===== src/rtl/video_timing_driver.sv =====
// video_timing_driver
//   Raster timing generator and pull side of the pixel interface.
//   Free-running h/v counters produce raw sync/active timing. A request
//   window that leads the active region by PIX_LAT cycles tells the pixel
//   generator which pixel to fetch. Sync, DE, RGB and frame_start are
//   registered together so they stay aligned one cycle behind the counters.
// Ports
//   pixel_clk   : pixel clock (all logic in this domain)
//   sys_rst_n   : asynchronous active-low reset
//   pixel_data  : RGB888 returned PIX_LAT cycles after the matching request
//   data_req    : pixel_xpos/pixel_ypos carry a live request (combinational)
//   pixel_xpos  : requested column, 0 when data_req=0
//   pixel_ypos  : current active row, 0 outside active lines
//   frame_start : one-cycle pulse at the start of each frame
//   video_hs/vs : syncs, active level set by SYNC_POL
//   video_de    : active-video data enable
//   video_rgb   : output pixel, 0 whenever video_de=0
module video_timing_driver #(
  parameter int H_SYNC   = 44,
  parameter int H_BACK   = 148,
  parameter int H_DISP   = 1920,
  parameter int H_FRONT  = 88,
  parameter int V_SYNC   = 5,
  parameter int V_BACK   = 36,
  parameter int V_DISP   = 1080,
  parameter int V_FRONT  = 4,
  parameter int SYNC_POL = 1,
  parameter int PIX_LAT  = 2
) (
  input  logic        pixel_clk,
  input  logic        sys_rst_n,
  input  logic [23:0] pixel_data,
  output logic        data_req,
  output logic [11:0] pixel_xpos,
  output logic [11:0] pixel_ypos,
  output logic        frame_start,
  output logic        video_hs,
  output logic        video_vs,
  output logic        video_de,
  output logic [23:0] video_rgb
);

  localparam int H_TOTAL = H_SYNC + H_BACK + H_DISP + H_FRONT;
  localparam int V_TOTAL = V_SYNC + V_BACK + V_DISP + V_FRONT;
  localparam int HA      = H_SYNC + H_BACK;
  localparam int VA      = V_SYNC + V_BACK;

  localparam logic [11:0] H_LAST = 12'(H_TOTAL - 1);
  localparam logic [11:0] V_LAST = 12'(V_TOTAL - 1);
  localparam logic [11:0] HS_END = 12'(H_SYNC);
  localparam logic [11:0] VS_END = 12'(V_SYNC);
  localparam logic [11:0] HA_BEG = 12'(HA);
  localparam logic [11:0] HA_END = 12'(HA + H_DISP);
  localparam logic [11:0] VA_BEG = 12'(VA);
  localparam logic [11:0] VA_END = 12'(VA + V_DISP);
  // Request window is evaluated on h_cnt+PIX_LAT in 13 bits so that a
  // window starting at h_cnt=0 (PIX_LAT=HA) needs no compare against zero.
  localparam logic [12:0] RQ_BEG = 13'(HA);
  localparam logic [12:0] RQ_END = 13'(HA + H_DISP);
  localparam logic [12:0] LAT    = 13'(PIX_LAT);
  localparam logic        POL    = 1'(SYNC_POL);

  logic [11:0] h_cnt, v_cnt;
  logic        hs_raw, vs_raw, h_act, v_act, de_raw;
  logic [12:0] h_lead, x_off;

  // Line wrap and frame wrap happen on the same edge as h_cnt -> 0.
  always_ff @(posedge pixel_clk or negedge sys_rst_n) begin
    if (!sys_rst_n) begin
      h_cnt <= '0;
      v_cnt <= '0;
    end else if (h_cnt == H_LAST) begin
      h_cnt <= '0;
      v_cnt <= (v_cnt == V_LAST) ? '0 : v_cnt + 12'd1;
    end else begin
      h_cnt <= h_cnt + 12'd1;
    end
  end

  always_comb begin
    hs_raw = (h_cnt < HS_END);
    vs_raw = (v_cnt < VS_END);
    h_act  = (h_cnt >= HA_BEG) && (h_cnt < HA_END);
    v_act  = (v_cnt >= VA_BEG) && (v_cnt < VA_END);
    de_raw = h_act && v_act;

    // Request k goes out at h_cnt = HA-PIX_LAT+k so its data arrives at HA+k.
    h_lead     = {1'b0, h_cnt} + LAT;
    x_off      = h_lead - RQ_BEG;
    data_req   = v_act && (h_lead >= RQ_BEG) && (h_lead < RQ_END);
    pixel_xpos = data_req ? x_off[11:0] : '0;
    pixel_ypos = v_act ? (v_cnt - VA_BEG) : '0;
  end

  always_ff @(posedge pixel_clk or negedge sys_rst_n) begin
    if (!sys_rst_n) begin
      video_de    <= 1'b0;
      video_rgb   <= '0;
      frame_start <= 1'b0;
      video_hs    <= ~POL;
      video_vs    <= ~POL;
    end else begin
      video_de    <= de_raw;
      video_rgb   <= de_raw ? pixel_data : 24'd0;
      frame_start <= (h_cnt == '0) && (v_cnt == '0);
      video_hs    <= POL ? hs_raw : ~hs_raw;
      video_vs    <= POL ? vs_raw : ~vs_raw;
    end
  end

endmodule


===== config.mk =====
export PLATFORM = sky130hd
export DESIGN_NAME = video_timing_driver
export DESIGN_NICKNAME = d
export VERILOG_FILES = /design/src/rtl/video_timing_driver.sv
export SDC_FILE = /design/constraint.sdc
export NUM_CORES = 1
export LEC_CHECK = 0
export CORE_MARGIN = 5
export CORE_UTILIZATION = 45
export DETAILED_ROUTE_END_ITERATION = 12
export MAX_ROUTING_LAYER = met4
export PLACE_DENSITY_LB_ADDON = 0.3
export SYNTH_ARGS = -nofsm -noshare
export SYNTH_HDL_FRONTEND = slang
export SYNTH_SLANG_ARGS = --single-unit

===== constraint.sdc =====
create_clock -name pixel_clk -period 3.8 [get_ports pixel_clk]
set_input_delay 1.14 -clock pixel_clk [delete_from_list [all_inputs] [get_ports pixel_clk]]
set_output_delay 1.14 -clock pixel_clk [all_outputs]
set_load 0.01 [all_outputs]

==> results.md <==
* Run status: complete, no violations
* P_leak at 2.015 nW
* Hold Startpoint: h_cnt[0]$_DFF_PN0_
* Synthesized area at 2929 um2
* Filler cell count at 531
* Clock tree root driver cell: clkbuf_8
* Via count of the first global-routing pass at 2433
* Starting density of the core at 0.4613
* Area of combinational cells with multiple inputs at between 1000 and 1500 um2
* Post-layout nets at about 430
* Aggregate negative setup slack at 0 ns
* Clock tree from TritonCTS: built
* Number of CTS-inserted buffers at 5
* Sw Share at 0.2065
* I/O Pins at 79
* Setup skew after layout at between 0.015 and 0.02 ns
* Gate Count Post-Synth at 311
* Clk buf depth at 2
* Share of final-layout standard cells stronger than drive strength 1 at 0.1335
* Number of max-cap violations at 0
* Average via count per standard cell at 5.278
* Worst-skew pair later-pin latency at 0.31 ns
* Global-route wire length before repair at roughly 11 mm
* HPWL reported at the end of detailed placement at roughly 5.3 mm
* Number of clock sinks seen by CTS at 52
* Antenna diode instance count at 0
* Launching element of the worst setup path: h_cnt[7]$_DFF_PN0_
* Worst-case headroom to the max-slew limit at 0.4688
* Post-layout instance count excluding filler cells at 474
* Die area at 8223 um2
* FF-to-FF End: video_rgb[9]$_DFF_PN0_
* Area of the core at 6350 um2
* Share of the synthesized area in the top cell type at 0.4443
* Count of buffers inserted at the top-level ports at 77
* Pin count of the biggest net entering global routing at 36
* Total global-route track usage at 0.1710
* Required arrival time at the worst endpoint at approximately 2.7 ns
* Library cell occupying the most area in the post-synthesis netlist: dfrtp_1
* #FFs+latches synth at 52
* # H-tree levels at 2
* Share of flip-flops with an asynchronous set or reset at 1.000
* Launching element type of the critical path: flip-flop
* Register-to-register setup slack at 1.50 ns
* Maximum ir drop on the vdd rail at 183.7 uV
* Post-layout minimum cycle time at approximately 3.7 ns
* Least-Margin Pin Slew at 0.7969 ns
* Mean instance size in the synthesized netlist at 9.418 um2
* Sequential element share of the synthesized area at 0.4443
* Internal power contribution at 0.7701 mW
* Largest cells by area after synthesis: dfrtp_1, and2_1, xnor2_1
* Area taken by flip-flops and latches at roughly 1300 um2
* DR WL/cell at approximately 15 um
* Number of pins with negative max-slew slack in the final report at 0
* Number of different library cells in the post-synthesis netlist at 52
* Initial DRT Pass Iterations at 4
* Synth-to-Final Area Change at 35.97%
* DRC Markers at 0
* Hold/Removal Path Class: reg2reg
* Worst Hold Path Cells at 1
* Residual overflow from global routing at 0
* Predominant post-synthesis flop cell: dfrtp_1
* Cell count of the worst reg-to-reg path at 7
* Terminating pin of the worst hold path: h_cnt[0]$_DFF_PN0_
* Setup-failing EPs final at 0
* Iter 0 DRT Violations at 177
* Post-CTS clock slew at the launch and capture registers of the worst setup and hold paths at 0.10 ns
* Post-route fraction of the period consumed by the critical path at 0.9747
* Cell area power density at 243.7 nW/um2
* Std-Cell Rows at 29
* Crit path kind: reg2out
* Aggregate routed wire length at roughly 7 mm
* Logic gate share of total power at 0.037
* Peak Freq at 270.0 MHz
* Max FO, Critical Path at 6
* Number of placed cells counting well taps at roughly 460
* Count of vias placed by the detailed router at 2502
* Worst r2r src: v_cnt[9]$_DFFE_PN0N_
* Switching Power at around 0.2 mW
* Initial antenna violation count at 0
* Height of the die at 90.68 um
* CP endpoint kind: output port
* Top cells by instance count after synthesis: dfrtp_1, nor2_1, and2_1, nand2_1, xnor2_1
* Syn Nets at 344
* Overall die width at approximately 91 um
* Sequential cell fraction of total power at 0.570
* RSZ-0062 raised after global routing: false
* Number of antenna-violating nets in the routed design at 0
* Final hold violation count at 0
* Relative contribution of the clock network to total power at 0.394
* Number of enable-type register cells in the synthesized netlist at 0
* Data arrival time at the worst-slack endpoint at 2.56 ns
* Total of warnings raised by yosys at 0
* Most instantiated library cell after synthesis: dfrtp_1
* Routability congestion estimate at 0.9230
-- worst max-delay path, cell delays in order, from the launching register on --
cell	delay, ns
dfrtp_1	0.44
nand4_1	0.18
or3_1	0.39
o32ai_2	0.24
buf_4	0.16
nand4_1	0.16
nand4b_4	0.19
buf_4	0.16
nor2_1	0.04
dlygate4sd2_1	0.28
-- metrics by stage --
| step | hold slack, ns | area, um2 | util | setup slack, ns | total power [mW] |
|---|---|---|---|---|---|
| floorplan | 0.4538 | 2929 | - | 0.6092 | 0.5654 |
| global placement | 0.4929 | 3831 | 0.6034 | 0.1556 | 0.6002 |
| detailed placement | 0.4972 | 3831 | 0.6034 | 0.07701 | 0.6006 |
| CTS | 0.5119 | 3943 | 0.6209 | 0.006743 | 0.9800 |
| global route | 0.5300 | 3983 | 0.6272 | 0.0006262 | 1.005 |
| finish | 0.5080 | 3983 | 0.6272 | 0.09597 | 0.9705 |
-- registers in the layout (all words and copies together), names as in the netlist --
register     cells
frame_start      1
h_cnt           12
v_cnt           12
video_de         1
video_hs         1
video_rgb       24
video_vs         1
-- final cells by class --
class | instances | share of cell area
multi-input combinational | 226 | 0.3732
inverter | 10 | 0.009425
clock buffer | 5 | 0.01728
sequential | 52 | 0.3274
tap | 77 | 0.02419
timing repair buffer | 101 | 0.2378
clock inverter | 3 | 0.01068
-- worst max path at each step --
stage / to / slack [ns]
global route: pixel_xpos[0] / 0.0006
global placement: pixel_xpos[5] / 0.16
detailed placement: pixel_xpos[5] / 0.08
CTS: pixel_ypos[5] / 0.007
finish: pixel_xpos[1] / 0.1
floorplan: pixel_xpos[7] / 0.61
-- what timing repair did --
action                     CTS  global route
hold buffers                 0             0
resized for setup           19            15
pin swaps                    0             1
setup buffers                0             2
setup endpoints to repair   20            14
-- cells by family after synthesis --
| kind of cell | Yosys count | share of synthesized area |
|---|---|---|
| fa+ha+maj | 7 | 0.02990 |
| compound gates | 32 | 0.07305 |
| mux | 1 | 0.003417 |
| flops | 52 | 0.4443 |
| simple gates | 156 | 0.3059 |
| other cells | 1 | 0.001280 |
| buf+inv | 33 | 0.05553 |
| xor+xnor | 29 | 0.08671 |
-- layout by cell type (no fill, tap or decap), drive strengths merged, types with 4 or more instances in the layout --
master / synthesis / layout
or3: 4 / 4
clkdlybuf4s50: 0 / 56
dlymetal6s2s: 0 / 7
nand4b: 4 / 4
clkbuf: 10 / 6
dfrtp: 52 / 52
o21ai: 8 / 8
xor2: 12 / 12
dlygate4sd2: 0 / 9
xnor2: 17 / 17
buf: 13 / 25
nand4: 6 / 6
and2: 25 / 25
a21oi: 10 / 10
nor3: 17 / 17
nand3: 14 / 14
nor2: 38 / 38
nor3b: 5 / 5
nand2: 19 / 19
inv: 10 / 10
and3: 5 / 5
ha: 7 / 7
-- per-layer routing --
metal / wire length [um] / vias up / track usage
met5: 0 / - / -
met4: 70 / 0 / 0.04094
met3: 612 / 6 / 0.05083
met2: 3161 / 110 / 0.2663
met1: 3154 / 1170 / 0.2189
li1: - / 1216 / -
-- power groups by stage --
| stage | logic, mW | registers [mW] | clock network (mW) |
|---|---|---|---|
| 2_1_floorplan | 0.00138 | 0.564 | 0 |
| 3_3_place_gp | 0.0364 | 0.564 | 0 |
| 3_5_place_dp | 0.0367 | 0.564 | 0 |
| 4_1_cts | 0.0368 | 0.553 | 0.390 |
| 5_1_grt | 0.0395 | 0.553 | 0.412 |
| 6_report | 0.0355 | 0.553 | 0.382 |
(Power assumes the default switching activity.)
